==> config.mk <==
export PLATFORM = sky130hd
export DESIGN_NAME = fetch_queue
export DESIGN_NICKNAME = d
export VERILOG_FILES = /design/src/rtl/fetch_queue.sv
export SDC_FILE = /design/constraint.sdc
export NUM_CORES = 1
export LEC_CHECK = 0
export CORE_MARGIN = 4
export CORE_UTILIZATION = 49
export CTS_BUF_LIST = sky130_fd_sc_hd__clkbuf_16
export DETAILED_ROUTE_END_ITERATION = 8
export PLACE_DENSITY = 0.72
export RECOVER_POWER = 100
export SETUP_SLACK_MARGIN = 0.3
export SYNTH_ARGS = -nofsm -noshare
export SYNTH_HDL_FRONTEND = slang
export SYNTH_SLANG_ARGS = --single-unit
==> constraint.sdc <==
create_clock -name clk -period 9.05 [get_ports clk]
set_input_delay 1.81 -clock clk [delete_from_list [all_inputs] [get_ports clk]]
set_output_delay 1.81 -clock clk [all_outputs]
set_load 0.005 [all_outputs]
==> src/rtl/fetch_queue.sv <==
// Instruction fetch front end: owns the fetch PC, reads instruction memory over
// req/ack and queues {pc, instr} pairs for decode; a redirect flushes and restarts.
module fetch_queue #(
  parameter int          DEPTH    = 4,
  parameter logic [31:0] RESET_PC = 32'h0000_3000
) (
  input  logic                     clk,
  input  logic                     reset,
  input  logic                     redirect_valid,
  input  logic [31:0]              redirect_pc,
  output logic                     imem_req,
  output logic [31:0]              imem_addr,
  input  logic                     imem_ack,
  input  logic [31:0]              imem_rdata,
  output logic                     instr_valid,
  output logic [31:0]              instr,
  output logic [31:0]              instr_pc,
  input  logic                     instr_ready,
  output logic [$clog2(DEPTH):0]   queue_count
);

  // state | meaning
  // IDLE  | no request outstanding, waiting for queue space
  // REQ   | request outstanding, returned data is pushed
  // DROP  | request outstanding, returned data is discarded after a redirect
  typedef enum logic [1:0] {
    IDLE = 2'd0,
    REQ  = 2'd1,
    DROP = 2'd2
  } state_t;

  localparam int PTR_W = $clog2(DEPTH);
  localparam int CNT_W = PTR_W + 1;

  state_t            state;
  state_t            state_next;
  logic [31:0]       fetch_pc;
  logic [31:0]       drop_addr;
  logic [31:0]       fifo_pc    [DEPTH];
  logic [31:0]       fifo_instr [DEPTH];
  logic [PTR_W-1:0]  wr_ptr;
  logic [PTR_W-1:0]  rd_ptr;
  logic [CNT_W-1:0]  count;
  logic [CNT_W-1:0]  count_next;
  logic              push;
  logic              pop;
  logic              has_room;
  logic              redirect_lsb_unused;

  assign redirect_lsb_unused = ^redirect_pc[1:0];

  always_comb begin
    pop        = (count != '0) && instr_ready;
    push       = (state == REQ) && imem_ack && !redirect_valid;
    count_next = count + CNT_W'(push) - CNT_W'(pop);
    has_room   = (count_next < CNT_W'(DEPTH));
  end

  always_ff @(posedge clk) begin
    if (!reset) begin
      state <= IDLE;
    end else begin
      state <= state_next;
    end
  end

  always_comb begin
    state_next = state;
    case (state)
      IDLE: begin
        if (!redirect_valid && has_room) begin
          state_next = REQ;
        end
      end
      REQ: begin
        // a redirect racing an ack simply drops that data and refetches
        if (redirect_valid) begin
          state_next = imem_ack ? REQ : DROP;
        end else if (imem_ack) begin
          state_next = has_room ? REQ : IDLE;
        end
      end
      DROP: begin
        if (imem_ack) begin
          state_next = REQ;
        end
      end
      default: state_next = IDLE;
    endcase
  end

  always_ff @(posedge clk) begin
    if (!reset) begin
      fetch_pc  <= RESET_PC;
      drop_addr <= RESET_PC;
      wr_ptr    <= '0;
      rd_ptr    <= '0;
      count     <= '0;
    end else if (redirect_valid) begin
      fetch_pc <= {redirect_pc[31:2], 2'b00};
      wr_ptr   <= '0;
      rd_ptr   <= '0;
      count    <= '0;
      // keep the abandoned address on the bus until memory acks it
      if (state == REQ && !imem_ack) begin
        drop_addr <= fetch_pc;
      end
    end else begin
      if (push) begin
        fetch_pc <= fetch_pc + 32'd4;
        wr_ptr   <= wr_ptr + PTR_W'(1);
      end
      if (pop) begin
        rd_ptr <= rd_ptr + PTR_W'(1);
      end
      count <= count_next;
    end
  end

  always_ff @(posedge clk) begin
    if (push) begin
      fifo_pc[wr_ptr]    <= fetch_pc;
      fifo_instr[wr_ptr] <= imem_rdata;
    end
  end

  assign imem_req    = (state != IDLE);
  assign imem_addr   = (state == DROP) ? drop_addr : fetch_pc;
  assign instr_valid = (count != '0);
  assign instr       = instr_valid ? fifo_instr[rd_ptr] : '0;
  assign instr_pc    = instr_valid ? fifo_pc[rd_ptr] : '0;
  assign queue_count = count;

endmodule

==> reports/metrics.yaml, run 1 <==
clock_sinks: 319
viasPerCell: 5.68
total_power_mw: 3.07
place.gp.congestion: 0.794
clk_path_buf_depth: 3
synth-seq-area-share_pct: 67.4
power_density_nw_per_um2: 192
clk_latency_ns: 0.49
grt_overflow: 0
slew_violations: 150
tightest_slew_ns: 1.69
cts-root-buf: "clkbuf_16"
finalSetupTns_ns: 0
utilization_pct: 61.0
dpl.hpwl_um: 16100
hold_path.class: "register to register"
synthArstFlopShare_pct: 0
drt_iter0_drc: 741
cts_setup_buffers: 0
ant_nets: 0
required_ns: 9.45
synth_area_leaders: "edfxtp_1 (57%), dfxtp_1 (11%), mux4_2 (11%)"
syn-cell-area_sq_um: 13200
synth_top_area_share_pct: 56.6
area_growth_pct: 21.5
grt_max_degree: 63
io_buffers: 163
io_pins: 170
setup_violations: 0
cts_resized: 0
holdBufCountCts: 0
die_height_um: 172
track_usage_pct: 18.9
ir_drop_v: 0.000106
p_leak_nw: 5.36
synth_warnings: 0
worst_setup_path_end_kind: "register"
status: "complete, but fails checks"
num_vias: 7809
critPathArrivalTime_ns: 6.63
core_area_sq_um: 26200
grt_first_pass_wirelength_um: 44000
n_antenna_cell: 0
antenna_found_initial: 1
synthFlopType: "edfxtp_1"
post-synth-top-area-cell: "edfxtp_1"
clkTransAtPathRegs_ns: 0.06
start_util_pct: 50.2
numCtsBuffers: 35
fin_skew_ns: 0.0177
grt_pass1_vias: 7907
synth-edff-count: 248
violations: "capacitance limit, slew limit"
totalWireLength_um: 27500
cap_violations: 5
drc: 0
worstPathMaxFanout: 53
nNetsFinal: 1095
ys_ff_latch: 319
yosysMostFrequentCell: "edfxtp_1"
fin_crit_sh_pct: 68.9
tritoncts: "built"
synth.top_cells.by_count: "edfxtp_1 (248), nand2_1 (78), dfxtp_1 (71)"
dr.pass1.iters: 5
wire_per_inst_um: 20.0
final_layout_size_suffix_gt1_share_pct: 13.7
rsz0062_at_grt: "false"
rows: 59
die_w_um: 172
die-area_sq_um: 29500
period_needed_ns: 6.23
hold_viol_final: 0
synth_cell_types: 47
cts_max_level: 2
slew_headroom_pct: -12.6
critPathKind: "input pin to register"
fmax_mhz: 160
synth_area_per_cell_sq_um: 15.1
cp-start-kind: "input pin"
synthCells: 870
## where the power goes
group / switching [mW] / internal [mW]
clock: 0.526 / 0.726
combinational: 0.0805 / 0.0953
sequential: 0.0371 / 1.60
## stage by stage
step	area, sq um	worst slack, ns	hold WS [ns]	instances
6_report	16000	2.82	0.453	1374
4_1_cts	16000	3.96	0.455	1374
3_3_place_gp	15000	4.45	0.438	1316
3_5_place_dp	15000	4.42	0.447	1316
5_1_grt	16000	2.39	0.472	1374
2_1_floorplan	13200	4.67	0.433	873
## path summary, 6_finish.rpt
path	slack, ns	endpoint	from	depth (start not counted)
hold reg to reg	0.45	drop_addr[2]	drop_addr[2]	2
hold / removal	0.45	drop_addr[2]	drop_addr[2]	2
setup reg to reg	6.05	state[0]	queue_count[0]	10
setup / recovery	2.82	drop_addr[24]	redirect_valid	7
## flip-flops by register name, indices dropped and copies added, names as in the netlist, named ones only
signal,flops
fifo_pc,120
rd_ptr,2
fifo_instr,128
wr_ptr,2
fetch_pc,30
queue_count,3
drop_addr,30
state,2
## critical path, cell delays in order
cell,delay [ns]
dlygate4sd3_1,0.52
clkbuf_1,1.15
inv_1,1.20
nor4b_1,0.54
clkbuf_1,1.07
nand2_1,0.13
a21oi_1,0.18
## routing by layer
layer  global-route usage [%]  up-vias  wire [um]
met3                     4.18       36       1690
met5                        0        -         13
met2                     30.4      262      13200
met1                     27.1     3896      12200
met4                     3.86        2        413
li1                         -     3613          -
## area by class of cell
type | instances | area, sq um
sequential | 319 | 8870
clock buffer | 35 | 876
multi-input combinational | 477 | 3980
timing repair buffer | 172 | 1680
fill | 1991 | 10200
clock inverter | 23 | 126
inverter | 13 | 48.8
tap | 335 | 419
## kinds of logic (layout without fill, tap and decap cells)
kind of cell | count (synthesis) | in the layout | share of synthesized area (%)
and+or+nand+nor | 268 | 268 | 11.1
DFF | 319 | 319 | 67.4
xor gates and xnor gates | 15 | 15 | 0.998
AOI/OAI and AO/OA | 92 | 92 | 4.10
muxes | 90 | 90 | 13.0
other | 1 | 4 | 0.0285
buffers and inverters | 77 | 243 | 2.57
adders and majority gates | 8 | 8 | 0.817
## layout by cell type (no fill, tap or decap), drive strengths merged, types with 8 or more instances in the layout
cell type / n
edfxtp: 248
or3: 9
mux4: 62
nor2: 21
nand4: 13
clkinv: 13
a211oi: 8
clkbuf: 41
dfxtp: 71
and3: 13
and2: 65
o21ai: 30
xnor2: 9
inv: 21
nand3: 25
dlygate4sd3: 105
clkdlybuf4s50: 58
and4: 11
nor3: 12
nand2: 78
a21oi: 37
mux2: 26
Note: power is estimated with default switching activity, not from simulation.
==> run 2: changes to the inputs <==
clock period = 6.4 ns   (was 9.05 ns; I/O delays follow)
==> reports/metrics.yaml, run 2 (synthesized netlist as in run 1, its figures left out) <==
multi_input_area_sq_um: 3990  # was 3980 sq um
slew_headroom_pct: -20.7  # was -12.6%
worst_setup_path_end_kind: "primary output"  # was register
numCtsBuffers: 35  # unchanged
cts_max_level: 2  # unchanged
slew_violations: 279  # was 150
totalWireLength_um: 27900  # was 27,500 um
fin_skew_ns: 0.0180  # was 0.0177 ns
dpl.hpwl_um: 16600  # was 16,100 um
tightest_slew_ns: 1.81  # was 1.69 ns
start_util_pct: 50.2  # unchanged
crit_buf_inv: 2  # was 4
p_sw_mw: 0.928  # was 0.644 mW
power_density_nw_per_um2: 277  # was 192 nW/um^2
die-area_sq_um: 29500  # unchanged
cp-start-kind: "register"  # was input pin
cap_violations: 7  # was 5
cts-root-buf: "clkbuf_16"  # unchanged
die_height_um: 172  # unchanged
fill_cells: 1952  # was 1,991
viasPerCell: 5.67  # was 5.68
hold_viol_final: 0  # unchanged
drc: 0  # unchanged
place.gp.congestion: 0.804  # was 0.794
p_int_mw: 3.52  # was 2.43 mW
io_buffers: 163  # unchanged
drt_iter0_drc: 718  # was 741
p_seq_share_pct: 52.2  # was 53.5%
largest_reg_flops: 128  # unchanged
num_vias: 7819  # was 7,809
grt_overflow: 0  # unchanged
critPathArrivalTime_ns: 3.84  # was 6.63 ns
clk_path_buf_depth: 3  # unchanged
critPathSlowestCell: "dfxtp_2"  # was inv_1
total_power_mw: 4.45  # was 3.07 mW
setup_violations: 0  # unchanged
ant_nets: 0  # unchanged
slowest_delay_ns: 1.46  # was 1.20 ns
ir_drop_v: 0.000191  # was 0.000106 V
die_w_um: 172  # unchanged
clock_sinks: 319  # unchanged
grt_pass1_vias: 8208  # was 7,907
design_area_sq_um: 16100  # was 16,000 sq um
track_usage_pct: 19.0  # was 18.9%
wire_per_inst_um: 20.2  # was 20.0 um
top_regs: "fifo_instr: 128 flops, fifo_pc: 120 flops"  # unchanged
cts_setup_buffers: 0  # unchanged
fin_crit_sh_pct: 80.1
clk_latency_ns: 0.50  # was 0.49 ns
placedInstanceArea_sq_um: 15000  # unchanged
grt_max_degree: 63  # unchanged
final_common_cell: "edfxtp_1"  # unchanged
holdBufCountCts: 0  # unchanged
worstPathMaxFanout: 45  # was 53
nNetsFinal: 1095  # unchanged
clkPwrFrac_pct: 42.2  # was 40.8%
required_ns: 5.12  # was 9.45 ns
dr.pass1.iters: 5  # unchanged
cts_resized: 0  # unchanged
fmax_mhz: 195
antenna_found_initial: 0  # was 1
placedCellCount: 1316  # unchanged
rows: 59  # unchanged
violations: "capacitance limit, slew limit"  # unchanged
seq_area_sq_um: 8870  # about the same
critPathKind: "register to primary output"  # was input pin to register
final_layout_size_suffix_gt1_share_pct: 14.1  # was 13.7%
status: "complete, but fails checks"  # unchanged
pwr-share-comb_pct: 5.6  # was 5.7%
largest-register: "fifo_instr"  # unchanged
p_sw_share_pct: 20.8  # was 21.0%
p_leak_nw: 5.42  # was 5.36 nW
grt_first_pass_wirelength_um: 44300  # was 44,000 um
stdcell_count: 1380  # was 1,374
rsz0062_at_grt: "false"  # unchanged
io_pins: 170  # unchanged
cp_top_family: "flip-flops"  # was buffers and inverters
tritoncts: "built"  # unchanged
period_needed_ns: 5.12
final_cell_mix: "edfxtp_1 (248), dlygate4sd3_1 (105), nand2_1 (78), dfxtp_1 (69), mux4_2 (62)"  # was edfxtp_1 (248), dlygate4sd3_1 (105), nand2_1 (78), dfxtp_1 (70), mux4_2 (62)
area_growth_pct: 22.3  # was 21.5%
clkTransAtPathRegs_ns: 0.06  # about the same
hold_path.class: "register to register"  # unchanged
core_area_sq_um: 26200  # unchanged
crit_chain: "buf_4, mux4_2, and2_1, dlygate4sd3_1"  # was dlygate4sd3_1, clkbuf_1, inv_1, nor4b_1, clkbuf_1, nand2_1, a21oi_1
finalSetupTns_ns: 0  # unchanged
==> run 2: cell types whose count changed in the layout (fill, tap and decap cells not counted), sizes merged <==
cell and change:
clkinvlp +1, clkinv +1, bufinv +1, diode +1, clkbuf +2
==> run 2: worst paths after layout <==
check	slack, ns	depth (start not counted)	from	end
max	1.28	4	register	instr[23]
min	0.45	2	drop_addr[2]	drop_addr[2]
max reg2reg	3.26	10	queue_count[0]	state[0]
min reg2reg	0.45	2	drop_addr[2]	drop_addr[2]
==> run 2: power groups by stage <==
stage	sequential (mW)	combinational [mW]	clock, mW
floorplan	2.34	0.133	0
CTS	2.32	0.268	1.93
detailed placement	2.37	0.266	0
finish	2.32	0.249	1.88
global route	2.33	0.274	2.02
global placement	2.36	0.263	0
==> run 2: per-stage QoR <==
stage	setup slack, ns	hold WS, ns	utilization (%)
2_1_floorplan	2.55	0.433	-
3_3_place_gp	2.33	0.438	57.4
3_5_place_dp	2.31	0.447	57.4
4_1_cts	1.83	0.455	61.5
5_1_grt	0.913	0.471	61.4
6_report	1.28	0.452	61.4
==> run 2: routing by layer <==
layer / wire [um] / global-route usage, % / share of wire (%) / vias to the layer above
met5: 0 / 0 / 0 / -
met4: 415 / 4.07 / 1.5 / 0
met3: 1710 / 4.05 / 6.1 / 36
met2: 13500 / 31.4 / 49 / 234
met1: 12200 / 26.3 / 44 / 3928
li1: - / - / - / 3621
==> run 2: worst reg2reg max path: cells and delay by family, from the launching register on <==
family,cells,cell delay [ns]
buffers and inverters,1,0.04
AOI/OAI and AO/OA,1,0.09
and+or+nand+nor,3,1.34
adders and majority gates,3,0.83
DFF,1,0.35
xor gates and xnor gates,2,0.38
==> run 2: layout make-up <==
| cell class | instances | share of cell area (%) |
|---|---|---|
| sequential | 319 | 55.1 |
| multi-input combinational | 477 | 24.8 |
| timing repair buffer | 172 | 10.4 |
| clock buffer | 37 | 5.75 |
| tap | 335 | 2.60 |
| clock inverter | 26 | 1.01 |
| inverter | 13 | 0.303 |
| antenna | 1 | 0.0155 |
==> run 3: changes to the inputs <==
clock period = 5.4 ns   (was 6.4 ns; I/O delays follow)
==> reports/metrics.yaml, run 3 (synthesized netlist as in run 1, its figures left out) <==
worst_setup_path_end_kind: "primary output"  # unchanged
setup.reg_to_reg.worst_slack_ns: 1.74  # was 3.26 ns
drt_iter0_drc: 642  # was 718
holdBufCountCts: 0  # unchanged
clkPwrFrac_pct: 43.3  # was 42.2%
cts_setup_buffers: 0  # unchanged
clk_latency_ns: 0.50  # about the same
stdcell_count: 1377  # was 1,380
power_density_nw_per_um2: 333  # was 277 nW/um^2
final_common_cell: "edfxtp_1"  # unchanged
grt_overflow: 0  # unchanged
ant_nets: 0  # unchanged
hold_viol_final: 0  # unchanged
largest_reg_flops: 128  # unchanged
die_w_um: 172  # unchanged
viasPerCell: 5.68  # was 5.67
min-delay-start: "drop_addr[31]"  # was drop_addr[2]
fin_crit_sh_pct: 84.8
final_cell_mix: "edfxtp_1 (248), dlygate4sd3_1 (83), clkdlybuf4s50_1 (80), nand2_1 (78), dfxtp_1 (69)"  # was edfxtp_1 (248), dlygate4sd3_1 (105), nand2_1 (78), dfxtp_1 (69), mux4_2 (62)
tightest_slew_ns: 1.99  # was 1.81 ns
cts_max_level: 2  # unchanged
tritoncts: "built"  # unchanged
hold_path.class: "register to register"  # unchanged
hold_depth: 2  # unchanged
required_ns: 4.32  # was 5.12 ns
top_regs: "fifo_instr: 128 flops, fifo_pc: 120 flops"  # unchanged
p_int_mw: 4.27  # was 3.52 mW
p_sw_share_pct: 20.5  # was 20.8%
fmax_mhz: 218
die-area_sq_um: 29500  # unchanged
critPathKind: "register to primary output"  # unchanged
totalWireLength_um: 27700  # was 27,900 um
placedCellCount: 1316  # unchanged
area_growth_pct: 22.6  # was 22.3%
clk_path_buf_depth: 3  # unchanged
crit_chain: "nor2b_1, buf_4, mux2_2, dlygate4sd3_1"  # was buf_4, mux4_2, and2_1, dlygate4sd3_1
fin_skew_ns: 0.0232  # was 0.0180 ns
status: "complete, but fails checks"  # unchanged
io_buffers: 163  # unchanged
fill_cells: 1967  # was 1,952
n_antenna_cell: 0  # was 1
p_sw_mw: 1.10  # was 0.928 mW
die_height_um: 172  # unchanged
dpl.hpwl_um: 16400  # was 16,600 um
place.gp.congestion: 0.791  # was 0.804
slowest_delay_ns: 1.11  # was 1.46 ns
r2r_start: "queue_count[0]"  # unchanged
reg2regPathDepth: 10  # unchanged
multi_input_area_sq_um: 3970  # was 3990 sq um
period_needed_ns: 4.58
critPathSlowestCell: "nor2b_1"  # was dfxtp_2
p_leak_nw: 5.36  # was 5.42 nW
cts_resized: 0  # unchanged
ir_drop_v: 0.000207  # was 0.000191 V
rsz0062_at_grt: "false"  # unchanged
slew_headroom_pct: -32.8  # was -20.7%
nNetsFinal: 1094  # was 1,095
wire_per_inst_um: 20.1  # was 20.2 um
final_layout_size_suffix_gt1_share_pct: 14.7  # was 14.1%
placedInstanceArea_sq_um: 15100  # was 15,000 sq um
whs_ns: 0.454  # was 0.452 ns
slew_violations: 444  # was 279
rows: 59  # unchanged
cap_violations: 8  # was 7
setup_violations: 0  # unchanged
design_area_sq_um: 16100  # about the same
violations: "capacitance limit, slew limit"  # unchanged
critPathArrivalTime_ns: 3.50  # was 3.84 ns
start_util_pct: 50.2  # unchanged
utilization_pct: 61.6  # was 61.4%
dr.pass1.iters: 5  # unchanged
grt_first_pass_wirelength_um: 43500  # was 44,300 um
seq_area_sq_um: 8880  # was 8870 sq um
cts-root-buf: "clkbuf_16"  # unchanged
clkTransAtPathRegs_ns: 0.06  # about the same
core_area_sq_um: 26200  # unchanged
track_usage_pct: 18.8  # was 19.0%
io_pins: 170  # unchanged
drc: 0  # unchanged
largest-register: "fifo_instr"  # unchanged
finalSetupTns_ns: 0  # unchanged
worstPathMaxFanout: 21  # was 45
hold-path-endpoint: "drop_addr[31]"  # was drop_addr[2]
antenna_found_initial: 1  # was 0
grt_pass1_vias: 7781  # was 8,208
numCtsBuffers: 34  # was 35
cp-start-kind: "register"  # unchanged
clock_sinks: 319  # unchanged
pwr-share-comb_pct: 5.5  # was 5.6%
r2r_end: "state[0]"  # unchanged
grt_max_degree: 66  # was 63
num_vias: 7818  # was 7,819
p_seq_share_pct: 51.2  # was 52.2%
[run 3: changes by cell type in the layout (fill, tap and decap cells not counted), moves of 3 or more]
| cell | previous run | this run |
|---|---|---|
| and3_2 | 0 | 4 |
| and3_4 | 4 | 0 |
| and2_0 | 19 | 29 |
| bufinv_16 | 2 | 5 |
| clkdlybuf4s50_1 | 58 | 80 |
| clkbuf_1 | 6 | 2 |
| dlygate4sd3_1 | 105 | 83 |
| inv_1 | 21 | 17 |
| and2_1 | 46 | 36 |
[run 3: power by group through the flow]
stage          sequential (mW)  combinational [mW]  clock [mW]
2_1_floorplan             2.77               0.158           0
3_3_place_gp              2.80               0.313           0
3_5_place_dp              2.80               0.315           0
4_1_cts                   2.75               0.318        2.39
5_1_grt                   2.76               0.327        2.49
6_report                  2.75               0.297        2.33
[run 3: worst max-delay path by stage]
stage                        to      startpoint  slack, ns  cells after the start
3_5_place_dp           state[0]        imem_ack       1.54                     12
3_3_place_gp           state[0]        imem_ack       1.55                     12
6_report          imem_addr[25]        state[1]       0.82                      4
2_1_floorplan  fifo_instr[2][0]  redirect_valid       1.75                      4
4_1_cts           imem_addr[29]        state[1]       1.37                      4
5_1_grt            instr_pc[15]  queue_count[0]       0.62                      3
[run 3: cell type report]
class	count	area share (%)
Tap cell	335	2.60
Timing Repair Buffer	172	10.5
Inverter	13	0.302
Multi-Input combinational cell	477	24.6
Clock inverter	26	1.57
Sequential cell	319	55.0
Clock buffer	35	5.43
[run 3: stage by stage]
step	power, mW	setup slack, ns
final	5.37	0.822
after global routing	5.57	0.622
after CTS	5.46	1.37
after detailed placement	3.12	1.54
after global placement	3.11	1.55
after floorplan	2.93	1.75
[run 3: worst max-delay path: cells and delay by family, from the launching register on]
kind	cells	cell delay, ns
AND/OR/NAND/NOR	1	1.11
buffers and inverters	2	1.03
flip-flops	1	0.47
multiplexers	1	0.37
[run 3: layer usage]
layer | routed length [um] | track usage (%) | vias up | part of all wire, %
met2 | 13100 | 29.8 | 259 | 47
met3 | 1720 | 3.68 | 44 | 6.2
met5 | 10 | 0 | - | 0.036
met1 | 12300 | 27.2 | 3905 | 45
met4 | 481 | 4.51 | 2 | 1.7
li1 | - | - | 3608 | -
